### src/rtl/tow_pkg.sv
// Shared definitions for the tug-of-war game blocks.
package tow_pkg;

   // LFSR output width, shared by every consumer of the random stream
   localparam int TOW_RAND_W = 10;

   typedef enum logic [1:0] {CP_IDLE, CP_HOLD, CP_COOLDOWN} cp_state_e;

   // Down-counter width able to hold max(hold, cooldown); never narrower than 1 bit
   function automatic int cp_timer_w(input int hold_c, input int cool_c);
      int m;
      int w;
      m = (hold_c > cool_c) ? hold_c : cool_c;
      w = $clog2(m + 1);
      return (w < 1) ? 1 : w;
   endfunction

endpackage

### src/rtl/computer_player.sv
// Computer opponent: on a decision tick, presses the key when the LFSR value
// falls below the difficulty threshold, holds it, then cools down.
module computer_player
   import tow_pkg::*;
#(
   parameter int WIDTH           = TOW_RAND_W,
   parameter int HOLD_CYCLES     = 4,
   parameter int COOLDOWN_CYCLES = 16,
   parameter int CNT_W           = 8
) (
   input  logic             clk,
   input  logic             Reset,
   input  logic [WIDTH-1:0] rand_val,
   input  logic [WIDTH-1:0] difficulty,
   input  logic             enable,
   input  logic             tick,
   output logic             press,
   output logic             busy,
   output logic [CNT_W-1:0] press_count
);

   localparam int TW = cp_timer_w(HOLD_CYCLES, COOLDOWN_CYCLES);
   localparam logic [TW-1:0] HOLD_LD = TW'(HOLD_CYCLES - 1);
   // Unused when there is no cooldown; clamp so the load value never goes negative
   localparam logic [TW-1:0] COOL_LD = (COOLDOWN_CYCLES == 0) ? '0 : TW'(COOLDOWN_CYCLES - 1);

   cp_state_e        state, state_n;
   logic [TW-1:0]    timer, timer_n;
   logic             press_n, busy_n;
   logic [CNT_W-1:0] cnt_n;
   logic             hit;

   assign hit = enable & tick & (rand_val < difficulty);

   // Next-state, timer and output decode; ticks outside IDLE are simply dropped
   always_comb begin
      state_n = state;
      timer_n = timer;
      press_n = press;
      busy_n  = busy;
      cnt_n   = press_count;
      case (state)
         CP_IDLE: begin
            if (hit) begin
               state_n = CP_HOLD;
               timer_n = HOLD_LD;
               press_n = 1'b1;
               busy_n  = 1'b1;
               if (press_count != {CNT_W{1'b1}})
                  cnt_n = press_count + CNT_W'(1);
            end
         end
         CP_HOLD: begin
            if (!enable) begin
               state_n = CP_IDLE;
               timer_n = '0;
               press_n = 1'b0;
               busy_n  = 1'b0;
            end else if (timer == '0) begin
               press_n = 1'b0;
               if (COOLDOWN_CYCLES == 0) begin
                  state_n = CP_IDLE;
                  busy_n  = 1'b0;
               end else begin
                  state_n = CP_COOLDOWN;
                  timer_n = COOL_LD;
               end
            end else begin
               timer_n = timer - TW'(1);
            end
         end
         CP_COOLDOWN: begin
            press_n = 1'b0;
            if (!enable || timer == '0) begin
               state_n = CP_IDLE;
               timer_n = '0;
               busy_n  = 1'b0;
            end else begin
               timer_n = timer - TW'(1);
            end
         end
         default: begin
            state_n = CP_IDLE;
            timer_n = '0;
            press_n = 1'b0;
            busy_n  = 1'b0;
         end
      endcase
   end

   // State, timer and all outputs registered together; reset wins over everything
   always_ff @(posedge clk) begin
      if (Reset) begin
         state       <= CP_IDLE;
         timer       <= '0;
         press       <= 1'b0;
         busy        <= 1'b0;
         press_count <= '0;
      end else begin
         state       <= state_n;
         timer       <= timer_n;
         press       <= press_n;
         busy        <= busy_n;
         press_count <= cnt_n;
      end
   end

endmodule

### config.mk
export PLATFORM = sky130hd
export DESIGN_NAME = computer_player
export DESIGN_NICKNAME = d
export VERILOG_FILES = /design/src/rtl/tow_pkg.sv /design/src/rtl/computer_player.sv
export SDC_FILE = /design/constraint.sdc
export NUM_CORES = 1
export LEC_CHECK = 0
export CORE_MARGIN = 2
export CORE_UTILIZATION = 45
export DETAILED_ROUTE_END_ITERATION = 16
export PLACE_DENSITY = 0.77
export SYNTH_ARGS = -nofsm -noshare
export SYNTH_HDL_FRONTEND = slang
export SYNTH_SLANG_ARGS = --single-unit
### constraint.sdc
create_clock -name clk -period 2.8 [get_ports clk]
set_clock_uncertainty 0.2 [all_clocks]
set_input_delay 0.7 -clock clk [delete_from_list [all_inputs] [get_ports clk]]
set_output_delay 0.7 -clock clk [all_outputs]
set_load 0.1 [all_outputs]
==> parameters.txt <==
Parameter                              Value

Logic synthesis
  Nets in the synthesized netlist ... about 180
  Sequential cell area fraction in the yosys report ... a little under 30%
  Share of synthesized flip-flops with an asynchronous set or reset ... 0%
  Yosys top cell area share ... between 20 and 30%
  Leading area contributor after synthesis ... sky130_fd_sc_hd__dfxtp_1
  Most repeated cell in the gate-level netlist after synthesis ... sky130_fd_sc_hd__dfxtp_1
  Main synth FF type ... sky130_fd_sc_hd__dfxtp_1
  Top cell types by occurrence after synthesis ... sky130_fd_sc_hd__dfxtp_1, sky130_fd_sc_hd__a21oi_1, sky130_fd_sc_hd__nand2_1
  Synthesis-stage register bit count ... 17
  Number of unique standard cell types used by synthesis ... 42
  Cell count after synthesis ... between 100 and 150
  Number of flops mapped to enable cells by yosys ... 0
  Yosys warns ... 0
  Mean cell area of the mapped netlist ... roughly 8 um^2
  Post-synthesis instance area ... ~0.0011 mm^2
  Top cells by area in the synthesized netlist ... sky130_fd_sc_hd__dfxtp_1, sky130_fd_sc_hd__ha_1, sky130_fd_sc_hd__a21oi_1

Floorplanning
  Die X ... around 54 um
  Area of the die ... roughly 0.0030 mm^2
  Top-level port count ... 34
  Standard-cell rows ... 18
  Std-Cell Core Area ... roughly 0.0025 mm^2
  Initial standard-cell utilization of the core ... between 40% and 50%
  Die boundary height ... between 50 and 60 um

Worst setup path
  Endpoint of the worst register-to-register path ... busy$_SDFFE_PP0P_
  Worst R2R Path Depth ... 7
  Largest stage delay on the critical path ... 520 ps
  Critical path endpoint category ... flop
  Critical path class ... input port to flop
  Cell with the biggest individual delay on the critical path ... sky130_fd_sc_hd__clkdlybuf4s50_1
  Crit start category ... input port
  Worst endpoint data arrival time ... between 2000 and 3000 ps
  Maximum fanout count along the critical path ... 5
  Slack of the worst reg-to-reg path ... roughly 700 ps
  WP data required ... roughly 2800 ps
  Reg2Reg Launch Point ... timer[0]$_SDFFE_PP0P_
  Critical-path cell list ... clkdlybuf4s50_1 > ha_4 > a21oi_1 > a21boi_1 > o21bai_1 > nand3_2 > buf_6 > or4_1 > o21ai_1

Drt
  Number of remaining DRC errors ... 0
  Final wirelength ... around 2500 um
  Vias ... between 1,000 and 1,500
  Iteration-0 DRC count of the detailed router ... 17
  Detailed-route vias per instance ... 5.48
  First-pass iteration count of the detailed router ... 4
  Drt wl/cell ... around 12 um
  Number of routed nets with antenna violations ... 0

Power and ir drop
  Sw Ratio ... about 32%
  Combinational cell fraction of total power ... between 30 and 40%
  Power density relative to cell area ... 357 mW/mm^2
  Sum of internal, switching and leakage power ... 567 uW
  Fraction of power consumed by sequential logic ... roughly 46%
  Share of total power in the clock network ... about a quarter
  Internal power ... 385 uW
  Psw ... 182 uW
  Peak supply drop ... ~0.28 mV
  Cell leakage power ... between 0.0006 and 0.0007 uW

Placement
  Count of input and output buffers ... 33
  Inst Count DP ... a little over 200
  Routability congestion estimate ... 0.791
  Half-perimeter wire length after placement ... 1920 um

Timing
  Number of failing setup endpoints in the final timing report ... 0
  Minimum period implied by the final worst setup slack ... about 2700 ps
  Pins Over Slew Limit ... 0
  Relative slew margins ... approximately 68%
  Endpoints failing hold ... 0
  Fmax achieved ... about 0.37 GHz
  Worst Tran Pin Value ... roughly 470 ps
  Post-route clock period utilization ... between 90% and 100%

Finish
  Area growth from synthesis to layout ... 38.5%
  Diode insertion count for antenna repair ... 0
  Number of inserted filler cells in the final layout ... 223
  Share of post-route cells with drive strength above 1 ... between 10% and 20%
  Net count reported at finish ... ~220
  Post-route insts no fill ... 210

Clock network
  CTS tree ... built
  CTS HTree Levels ... 1
  CTS hold repair buffers ... 0
  Source-to-sink clock delay at the later pin of the worst-skew pair ... about 300 ps
  Clock edge transition at the registers on the reported setup and hold paths ... 100 ps
  Root buffer cell ... sky130_fd_sc_hd__clkbuf_4
  Maximum clock path buffer count ... 2
  Total clock sinks ... 17
  CTS buffer count ... 3

Worst hold path
  Hold Path Stages ... 2
  Class of the tightest hold or removal check ... flop to flop
  Hold path startpoint ... press$_SDFFE_PP0P_
  Worst-case hold path end point ... press$_SDFFE_PP0P_

Global route
  Wire length of the first global-routing pass ... 3820 um
  Via count of the first global-routing pass ... slightly below 1,000
  Global Route Usage Sum ... between 10% and 20%
  Antenna violations before repair ... 0
  Grt total ovfl ... 0
  Pin count of the biggest net entering global routing ... 15

Outcome
  Outcome ... completed

Run
  Number of max-capacitance violations reported ... 0
==> cells in the final DEF, fill, tap and decap left out, types with 2 or more instances in the layout <==
cell type	count
sky130_fd_sc_hd__a311oi_1	2
sky130_fd_sc_hd__dlymetal6s2s_1	2
sky130_fd_sc_hd__clkdlybuf4s50_1	21
sky130_fd_sc_hd__or4_1	2
sky130_fd_sc_hd__buf_6	2
sky130_fd_sc_hd__clkbuf_4	3
sky130_fd_sc_hd__nand2_1	13
sky130_fd_sc_hd__buf_4	14
sky130_fd_sc_hd__a21oi_1	13
sky130_fd_sc_hd__nor3b_1	3
sky130_fd_sc_hd__nor2b_1	3
sky130_fd_sc_hd__nand3_1	6
sky130_fd_sc_hd__mux2_2	2
sky130_fd_sc_hd__xor2_1	2
sky130_fd_sc_hd__o21ai_1	3
sky130_fd_sc_hd__or3_1	4
sky130_fd_sc_hd__nand4_1	2
sky130_fd_sc_hd__ha_4	3
sky130_fd_sc_hd__nor3_1	2
sky130_fd_sc_hd__ha_1	8
sky130_fd_sc_hd__nand2b_1	6
sky130_fd_sc_hd__dfxtp_1	17
sky130_fd_sc_hd__nor2_1	6
sky130_fd_sc_hd__o21ai_0	5
sky130_fd_sc_hd__inv_1	11
sky130_fd_sc_hd__a211oi_1	3
==> cell families (layout without fill, tap and decap cells) <==
| logic type | count (synthesis) | after routing | synth area share [%] |
|---|---|---|---|
| fa+ha+maj | 11 | 11 | 12.0 |
| buf+inv | 18 | 55 | 6.88 |
| mux | 2 | 2 | 1.96 |
| xor+xnor | 2 | 2 | 1.53 |
| simple gates | 57 | 57 | 28.3 |
| flops | 17 | 17 | 29.7 |
| compound gates | 36 | 36 | 19.7 |
==> how the worst max path moves through the flow <==
stage / end / from / depth (start not counted) / slack (ps)
after global routing: press_count[0]$_SDFFE_PP0P_ / difficulty[3] / 10 / -20
after CTS: press_count[0]$_SDFFE_PP0P_ / difficulty[8] / 10 / -6
after floorplan: press_count[5]$_SDFFE_PP0P_ / difficulty[8] / 8 / 250
final: press_count[0]$_SDFFE_PP0P_ / rand_val[4] / 9 / 80
after global placement: press_count[5]$_SDFFE_PP0P_ / difficulty[8] / 9 / -290
after detailed placement: press_count[5]$_SDFFE_PP0P_ / difficulty[8] / 9 / -390
==> layer usage <==
metal  wire length [um]  part of all wire, %  up-vias  global-route usage (%)
met5                  0                    0        -                       0
met4                 53                  2.1        0                    8.75
met3                 94                  3.8        5                    2.73
met2               1170                   48       37                    30.3
met1               1150                   46      519                    21.0
li1                   -                    -      589                       -
==> critical path: cells and delay by family <==
kind | cells | cell delay, ps
simple gates | 2 | 630
fa+ha+maj | 1 | 220
compound gates | 4 | 520
buf+inv | 2 | 690
==> flip-flops by register name (all words and copies together) (netlist names) <==
name and cells:
press 1, timer 5, press_count 8, busy 1, state 2
==> per-stage QoR <==
| stage | setup slack [ps] | TNS, ps | cell area, um^2 | utilization, % | hold WS [ps] |
|---|---|---|---|---|---|
| 2_1_floorplan | 246 | 0 | 1150 | - | 265 |
| 3_3_place_gp | -295 | -2000 | 1490 | 60.8 | 254 |
| 3_5_place_dp | -389 | -2990 | 1490 | 60.8 | 275 |
| 4_1_cts | -6.02 | -10.1 | 1530 | 62.2 | 290 |
| 5_1_grt | -15.7 | -15.7 | 1590 | 64.7 | 314 |
| 6_report | 80.9 | 0 | 1590 | 64.7 | 279 |
==> power by group through the flow <==
stage | clock (uW) | combinational (uW) | sequential, uW
2_1_floorplan | 0 | 79.9 | 287
3_3_place_gp | 0 | 158 | 264
3_5_place_dp | 0 | 163 | 265
4_1_cts | 144 | 164 | 259
5_1_grt | 149 | 190 | 261
6_report | 135 | 173 | 259
==> timing repair <==
action | in CTS | in global routing
pin swaps | 2 | 5
endpoints found under the setup margin | 2 | 7
resized for setup | 1 | 11
buffers inserted | 0 | 1
==> cell type report <==
class	instances	area, um^2	area share [%]
flip-flops and latches	17	340	21.4
inverters	12	45.0	2.84
well taps	30	37.5	2.36
repair buffers	39	363	22.9
multi-input cells	108	774	48.8
clock buffers	3	22.5	1.42
clock inverters	1	5.00	0.315
Power figures use the tool's default switching activity.
